===== config.mk =====
export PLATFORM = sky130hd
export DESIGN_NAME = booth_product_accumulator
export DESIGN_NICKNAME = d
export VERILOG_FILES = /design/src/rtl/booth_product_accumulator.sv
export SDC_FILE = /design/constraint.sdc
export NUM_CORES = 1
export LEC_CHECK = 0
export ABC_AREA = 1
export BUFFER_PORTS_ARGS = -buffer_cell sky130_fd_sc_hd__buf_2
export CAP_MARGIN = 20
export CELL_PAD_IN_SITES_DETAIL_PLACEMENT = 2
export CELL_PAD_IN_SITES_GLOBAL_PLACEMENT = 2
export CORE_ASPECT_RATIO = 0.9
export CORE_UTILIZATION = 32
export DETAILED_ROUTE_END_ITERATION = 7
export GPL_ROUTABILITY_DRIVEN = 0
export GPL_TIMING_DRIVEN = 0
export MAX_ROUTING_LAYER = met4
export PLACE_DENSITY = 0.78
export REMOVE_ABC_BUFFERS = 1
export SYNTH_ARGS = -nofsm -noshare
export SYNTH_HDL_FRONTEND = slang
export SYNTH_SLANG_ARGS = --single-unit

===== constraint.sdc =====
create_clock -name clk -period 4.8 [get_ports clk]
set_input_delay 0.96 -clock clk [delete_from_list [all_inputs] [get_ports clk]]
set_output_delay 0.96 -clock clk [all_outputs]
set_load 0.01 [all_outputs]

===== src/rtl/booth_product_accumulator.sv =====
// Saturating multiply-accumulate back end for the Radix-4 Booth multiplier.
// Sums signed product beats per first/last-delimited group and emits one registered result.
module booth_product_accumulator #(
  parameter int unsigned N     = 32,
  parameter int unsigned ACC_W = 72,
  parameter int unsigned CNT_W = 16
) (
  input  logic               clk,
  input  logic               rst,
  input  logic               in_valid,
  output logic               in_ready,
  input  logic [2*N:0]       product,
  input  logic               first,
  input  logic               last,
  output logic               out_valid,
  input  logic               out_ready,
  output logic [ACC_W-1:0]   acc_out,
  output logic               ovf_out,
  output logic [CNT_W-1:0]   beats_out
);

  localparam int unsigned PW = 2 * N + 1;

  typedef enum logic [0:0] {StAccum, StDone} state_e;

  state_e           state_q, state_d;
  logic [ACC_W-1:0] acc_q, acc_d;
  logic             ovf_q, ovf_d;
  logic [CNT_W-1:0] cnt_q, cnt_d;
  logic [ACC_W-1:0] res_acc_q, res_acc_d;
  logic             res_ovf_q, res_ovf_d;
  logic [CNT_W-1:0] res_cnt_q, res_cnt_d;

  logic             beat;
  logic [ACC_W-1:0] p, base, sum;
  logic [ACC_W:0]   sum_wide;
  logic             sat, ovf_next;
  logic [CNT_W-1:0] cnt_base, cnt_next;

  assign p         = {{(ACC_W - PW){product[PW-1]}}, product};
  assign in_ready  = (state_q == StAccum);
  assign out_valid = (state_q == StDone);
  assign beat      = in_valid && in_ready;

  // A first-tagged beat starts from zero regardless of leftover partial state.
  always_comb begin
    base     = first ? '0 : acc_q;
    sum_wide = {base[ACC_W-1], base} + {p[ACC_W-1], p};
    sat      = sum_wide[ACC_W] ^ sum_wide[ACC_W-1];
    if (sat) begin
      sum = {sum_wide[ACC_W], {(ACC_W - 1){~sum_wide[ACC_W]}}};
    end else begin
      sum = sum_wide[ACC_W-1:0];
    end
    ovf_next = (first ? 1'b0 : ovf_q) | sat;
    cnt_base = first ? '0 : cnt_q;
    cnt_next = (&cnt_base) ? cnt_base : cnt_base + CNT_W'(1);
  end

  always_comb begin
    state_d   = state_q;
    acc_d     = acc_q;
    ovf_d     = ovf_q;
    cnt_d     = cnt_q;
    res_acc_d = res_acc_q;
    res_ovf_d = res_ovf_q;
    res_cnt_d = res_cnt_q;
    unique case (state_q)
      StAccum: begin
        if (beat) begin
          if (last) begin
            res_acc_d = sum;
            res_ovf_d = ovf_next;
            res_cnt_d = cnt_next;
            acc_d     = '0;
            ovf_d     = 1'b0;
            cnt_d     = '0;
            state_d   = StDone;
          end else begin
            acc_d = sum;
            ovf_d = ovf_next;
            cnt_d = cnt_next;
          end
        end
      end
      StDone: begin
        if (out_ready) state_d = StAccum;
      end
    endcase
  end

  always_ff @(posedge clk) begin
    if (rst) begin
      state_q   <= StAccum;
      acc_q     <= '0;
      ovf_q     <= 1'b0;
      cnt_q     <= '0;
      res_acc_q <= '0;
      res_ovf_q <= 1'b0;
      res_cnt_q <= '0;
    end else begin
      state_q   <= state_d;
      acc_q     <= acc_d;
      ovf_q     <= ovf_d;
      cnt_q     <= cnt_d;
      res_acc_q <= res_acc_d;
      res_ovf_q <= res_ovf_d;
      res_cnt_q <= res_cnt_d;
    end
  end

  assign acc_out   = res_acc_q;
  assign ovf_out   = res_ovf_q;
  assign beats_out = res_cnt_q;

endmodule

==> impl_results.md, run 1 <==
- Sw frac: 36.4%
- Post-DP HPWL: 46000 um
- Critical path launch point type: input port
- CP endpoint kind: flop
- Req. time, crit path: 5.21 ns
- Die Area: 44700 um2
- Post-DRT Antenna Nets: 0
- Tot GR Track Use: 27.0%
- Top cell by count, worst path: nand2_1
- DIE WIDTH: 223 um
- TritonCTS Buffers: 17
- Final Max Tran Viols: 0
- CP max-delay cell: nand2_8
- Layout cells sized above 1: 11.3%
- Reg2Reg Launch Point: acc_q[0]
- Critical path's top delay family: simple AND/OR/NAND/NOR gates
- Starting DRT DRC Count: 666
- H-tree depth: 4
- Internal power: 2.60 mW
- CP arrival: 4.95 ns
- Max-slew headroom: 29.6%
- First-pass GRT wire length: 91600 um
- Pin count of the biggest net entering global routing: 94
- Fmax: 0.220 GHz
- VDD IR max: 0.217 mV
- Finished layout cell area: 16000 um2
- Fin crit share: 94.6%
- Area contributors post-synth: dfxtp_1, nand2_1, inv_1, nor2_1, a21oi_1
- Comb power frac: 25.7%
- Die Ht: 201 um
- Final setup viols: 0
- Post-route DRC: 0
- Post-synth cell types: 44
- Max clock buf depth: 2
- Ys flop type: dfxtp_1
- Final setup skew: 0.0153 ns
- Worst hold path startpoint: acc_q[50]
- Antenna Cells: 0
- Initial cell density of the core: 32.6%
- GRT overflow: 0
- PwrDens: 256 nW/um2
- Row cnt: 72
- CP max FO: 72
- Reg clk slew, reported paths: 0.08 ns
- CP max stage delay: 0.44 ns
- Layout area overhead: 13.8%
- Nets: 2614
- Leak Pwr: 8.10 nW
- Core area: 43200 um2
- First-pass DRT Iterations: 5
- Average wire per standard cell: 19.0 um
- Vias after detailed routing: 15400
- Seq/Total Area, Yosys: 25.5%
- Number of antenna violations at the first check in global routing: 0
- Routed WL: 57800 um
- Buffers on Ports: 161
- Later-pin clock latency in the skew report: 0.51 ns
- Critical path type: in2reg
- Vias in the first global route: 16500
- Register bit total from synthesis: 179
- Number of max-cap violations: 0
- Post-synth EDFFs: 0
- Post-synth ARST share: 0%
- Final Hold Viols: 0
- Root buffer cell: clkbuf_16
- RSZ-0062 raised after global routing: no
- Clock power frac: 34.6%
- Slew @ Worst Pin: 1.05 ns
- Syn Inst Count: 2360
- Clk sinks: 179
- Total power: 4.10 mW
- Status: completed
- Post-synth top area share: 25.5%
- Flop pwr share: 39.6%
- Cell Area, Synth: 14000 um2
- Ys Warns: 0
- Synth area leader: dfxtp_1
- Vias per cell: 5.07
- IO Pins: 162
- Area of placed instances: 15400 um2
- CP bufs+invs: 5
- CP Launch Point: first
- CP Cell Sequence: buf_4 -> buf_16 -> clkinvlp_4 -> nand2_1 -> fa_1 -> inv_1 -> nand3_1 -> nand2_1 -> nand2_1 -> nand3_1 -> nand4_2 -> nand3_2 -> nand2_2 -> nand2_4 -> nand2_8 -> nand2_1 -> o21bai_1 -> inv_1
- CTS tree: built
- Final hold slack: 0.471 ns
- Minimum clock period: 4.54 ns
- Top-count cell post-synth: nand2_1
- Worst Hold Class: reg2reg
- Sw Pwr: 1.49 mW
- Commonest cells in the netlist: nand2_1, inv_1, nor2_1, a21oi_1, dfxtp_1
- Mean Syn Cell Area: 5.95 um2
-- power groups by stage --
stage          Combinational [mW]  Clock (mW)  Sequential [mW]
6_report                     1.05        1.42             1.62
5_1_grt                      1.17        1.51             1.63
2_1_floorplan               0.616           0             1.68
3_3_place_gp                 1.00           0             1.65
3_5_place_dp                 1.05           0             1.66
4_1_cts                      1.06        1.48             1.62
-- final timing paths --
| check | to | slack (ns) | cells after the start |
|---|---|---|---|
| max reg2reg | acc_out[44] | 1.05 | 21 |
| min reg2reg | acc_q[50] | 0.47 | 2 |
| max | acc_out[34] | 0.26 | 18 |
| min | acc_q[50] | 0.47 | 2 |
-- layout by cell type, fill, tap and decap left out, types with 4 or more instances in the layout --
| master | count |
|---|---|
| a21oi_1 | 188 |
| nor3_1 | 15 |
| dfxtp_1 | 179 |
| nor2_2 | 10 |
| ha_1 | 73 |
| inv_2 | 10 |
| xnor2_1 | 20 |
| nand2_1 | 700 |
| inv_1 | 350 |
| nand4_1 | 15 |
| a21o_1 | 6 |
| inv_8 | 5 |
| nor2_1 | 320 |
| buf_2 | 159 |
| buf_12 | 5 |
| nand3_1 | 54 |
| o21ai_2 | 30 |
| xor2_1 | 34 |
| clkinvlp_4 | 4 |
| o21bai_1 | 85 |
| nand2_4 | 4 |
| clkbuf_16 | 17 |
| o21ai_0 | 124 |
| nand2_2 | 10 |
| nand3b_1 | 17 |
| a31oi_1 | 4 |
-- cell families after synthesis --
logic type               count (synthesis)  synth area share (%)
XOR/XNOR                                54                  3.37
flip-flops                             179                  25.5
adder cells (fa/ha/maj)                 74                  6.64
AO/OA/AOI/OAI                          447                  18.5
AND/OR/NAND/NOR                       1164                  33.6
buffers and inverters                  442                  12.4
-- worst min-delay path, stage by stage (launching register included) --
cell and delay, ns:
dfxtp_1 0.32, nand2_1 0.06, a21oi_1 0.05
-- registers in the layout, indices dropped and copies added (netlist names) --
name and flops:
ovf_q 1, acc_q 72, acc_out 72, beats_out 16, cnt_q 16, ovf_out 1, out_valid 1
-- stage by stage --
step	setup WS [ns]	setup TNS, ns	std cells	utilization (%)
2_1_floorplan	-0.987	-156.18	2280	-
3_3_place_gp	-5.48	-936.04	2996	35.2
3_5_place_dp	-0.624	-56.01	3004	35.7
4_1_cts	0.210	0	3036	37.0
5_1_grt	0.0242	0	3037	37.0
6_report	0.260	0	3037	37.0
-- per-layer routing --
layer / routed length (um) / GRT usage, %
met1: 28800 / 36.3
met2: 26200 / 42.4
met3: 1710 / 3.51
met4: 1080 / 7.59
met5: 0 / -
-- final cells by class --
class                      count  area, um2
fill                        5417      27200
multi-input combinational   1739       8770
sequential                   179       3580
inverter                     362       1370
timing repair buffer         170       1000
tap                          555        694
clock buffer                  18        429
clock inverter                14        143
-- what timing repair did --
item | CTS | global route
endpoints found under the setup margin | 44 | 105
hold buffers | 0 | 0
pin swaps | 0 | 1
setup buffers | 0 | 1
gates resized for setup | 1 | 3
gates cloned | 0 | 0
Note: power is estimated with default switching activity, not from simulation.
==> run 2: changes to the inputs <==
--- a/config.mk
+++ b/config.mk
@@ -12,12 +12,13 @@
 export CELL_PAD_IN_SITES_GLOBAL_PLACEMENT = 2
 export CORE_ASPECT_RATIO = 0.9
 export CORE_UTILIZATION = 32
+export CTS_BUF_LIST = sky130_fd_sc_hd__clkbuf_2
 export DETAILED_ROUTE_END_ITERATION = 7
 export GPL_ROUTABILITY_DRIVEN = 0
 export GPL_TIMING_DRIVEN = 0
 export MAX_ROUTING_LAYER = met4
 export PLACE_DENSITY = 0.78
-export REMOVE_ABC_BUFFERS = 1
+export SETUP_SLACK_MARGIN = 0.2
 export SYNTH_ARGS = -nofsm -noshare
 export SYNTH_HDL_FRONTEND = slang
 export SYNTH_SLANG_ARGS = --single-unit
==> run 2 against run 1 <==
  * Core utilization shrank 0.44 points
  * Critical path depth is the same
  * Register-to-register slack lost 0.12 ns
  * Routed wire length grew 8.3%
  * Clock power shrank 38%
  * First-iteration DRC count grew 27%
  * Non-clock buffer count grew 69
  * Critical path type unchanged
  * Highest routed layer unchanged
==> impl_results.md, run 2 (synthesized netlist as in run 1, its figures left out) <==
- Layout area overhead: 12.4%
- Req. time, crit path: 5.79 ns (+0.58 ns)
- CP max FO: 19 (-74%)
- Average wire per standard cell: 20.1 um (+5.8%)
- Leak Pwr: 8.03 nW (-0.80%)
- Final setup viols: 0 (unchanged)
- Post-CTS Setup Inserts: 0 (unchanged)
- Worst Hold Class: in2reg
- Starting DRT DRC Count: 843 (+27%)
- Total power: 3.63 mW (-11%)
- First-pass DRT Iterations: 5 (unchanged)
- Max clock buf depth: 2 (unchanged)
- RSZ-0062 raised after global routing: no
- Layout cells sized above 1: 11.1% (-0.27 points)
- Core area: 43200 um2 (unchanged)
- TritonCTS Buffers: 17 (unchanged)
- Placement Setup Slack: -1.15 ns (-0.524 ns)
- CP max stage delay: 0.56 ns (+0.12 ns)
- Reg clk slew, reported paths: 0.30 ns (+0.22 ns)
- CP arrival: 5.27 ns (+0.32 ns)
- CTS tree: built
- Post-Syn Nets: 2505
- Cells after DPL: 3075 (+2.4%)
- Die Area: 44700 um2 (unchanged)
- CP Cell Sequence: buf_2 -> buf_2 -> clkbuf_1 -> nor2_1 -> ha_1 -> nand2_1 -> nor3_1 -> nand2_1 -> nor2_2 -> nand4_2 -> nand4_1 -> nand2_1 -> nand2_2 -> buf_2 -> nand2_1 -> nand2_1 -> nand2_1 -> a21oi_1
- DIE WIDTH: 223 um (unchanged)
- Critical path type: in2reg
- Post-DRT Antenna Nets: 0 (unchanged)
- Post-route DRC: 0 (unchanged)
- Final hold slack: 0.143 ns (-0.327 ns)
- H-tree depth: 4 (unchanged)
- Tot GR Track Use: 29.1% (+2.0 points)
- CTS resizes: 0 (-1)
- Initial cell density of the core: 32.6% (unchanged)
- Vias in the first global route: 17000 (+3.2%)
- First-pass GRT wire length: 96500 um (+5.3%)
- Buffers on Ports: 160 (-0.62%)
- Root buffer cell: clkbuf_2
- CP endpoint kind: flop
- Critical path launch point type: input port
- CP bufs+invs: 4 (-1)
- Fmax: 0.234 GHz (+6.1%)
- CP max-delay cell: ha_1
- Final Max Tran Viols: 0 (unchanged)
- Finished Layout Cells: 3109 (+2.4%)
- Die Ht: 201 um (unchanged)
- Critical path's top delay family: simple AND/OR/NAND/NOR gates
- Minimum clock period: 4.28 ns (-0.263 ns)
- Commonest non-fill, non-tap cell in the layout: nand2_1
- Clk sinks: 179 (unchanged)
- Final setup margin: 0.523 ns (+0.263 ns)
- Final Hold Viols: 0 (unchanged)
- IO Pins: 162 (unchanged)
- Pin count of the biggest net entering global routing: 20 (-79%)
- Routed WL: 62500 um (+8.3%)
- Most frequent cells in the layout: nand2_1, inv_1, nor2_1, a21oi_1, dfxtp_1
- Fin crit share: 89.1% (-5.5 points)
- CTS Hold Bufs: 0 (unchanged)
- Max-slew headroom: 29.5% (-0.050 points)
- Vias after detailed routing: 15800 (+2.9%)
- Slew @ Worst Pin: 1.06 ns (+0.00325 ns)
- Later-pin clock latency in the skew report: 1.08 ns (+0.57 ns)
- Post-DP HPWL: 53200 um (+16%)
- Number of antenna violations at the first check in global routing: 2 (+2)
- VDD IR max: 0.141 mV (-35%)
- GRT overflow: 0 (unchanged)
- Number of max-cap violations: 0 (unchanged)
- Final setup skew: 0.0578 ns (+0.0424 ns)
- Vias per cell: 5.10 (+0.49%)
- Status: completed
- Row cnt: 72 (unchanged)
- Top cell by count, worst path: nand2_1
- PwrDens: 230 nW/um2 (-10%)
- Nets: 2683 (+2.6%)
## run 2: changes by cell type in the layout (fill, tap and decap cells not counted), moves of 3 or more
cell | previous run | this run
clkbuf_1 | 1 | 59
clkbuf_16 | 17 | 0
clkbuf_2 | 0 | 17
buf_2 | 159 | 167
buf_6 | 0 | 8
buf_12 | 5 | 0
clkinvlp_4 | 4 | 0
buf_1 | 0 | 3
buf_16 | 3 | 0
diode_2 | 0 | 3
inv_1 | 350 | 353
## run 2: report_power, final
group	switching (mW)	internal, mW
Sequential	0.0532	1.59
Clock	0.706	0.179
Combinational	0.762	0.348
Total	1.52	2.11
## run 2: area by class of cell
class / instances / area [um2]
fillers: 5603 / 27400
multi-input cells: 1739 / 8730
flip-flops and latches: 179 / 3580
inverters: 362 / 1360
repair buffers: 160 / 801
well taps: 555 / 694
plain buffers: 79 / 373
clock inverters: 15 / 159
clock buffers: 17 / 85.1
diodes: 3 / 7.51
## run 2: worst min-delay path, stage by stage
cell     delay [ns]
buf_2          0.07
or2_2          0.10
a21oi_1        0.06
## run 2: layer usage
layer  global-route usage [%]  up-vias  routed length (um)
li1                         -     7728                   -
met1                     38.9     7846               31200
met2                     46.9      225               28700
met3                     3.13       49                1720
met4                     6.67        0                 926
met5                        -        -                   0
## run 2: path summary, 6_finish.rpt
kind                            startpoint         to  slack, ns  depth (start not counted)
worst min-delay path             out_ready  out_valid       0.14                          3
worst max register to register    acc_q[0]  acc_q[44]       0.93                         22
worst min register to register   acc_q[50]  acc_q[50]       0.49                          2
worst max-delay path                 first  acc_q[55]       0.52                         18
## run 2: per-stage QoR
step	cell area [um2]	TNS [ns]	util, %
floorplan	14000	0	-
global placement	15500	-141.86	36.0
detailed placement	15500	-141.30	36.0
CTS	15800	0	36.6
global route	15800	0	36.6
finish	15800	0	36.6
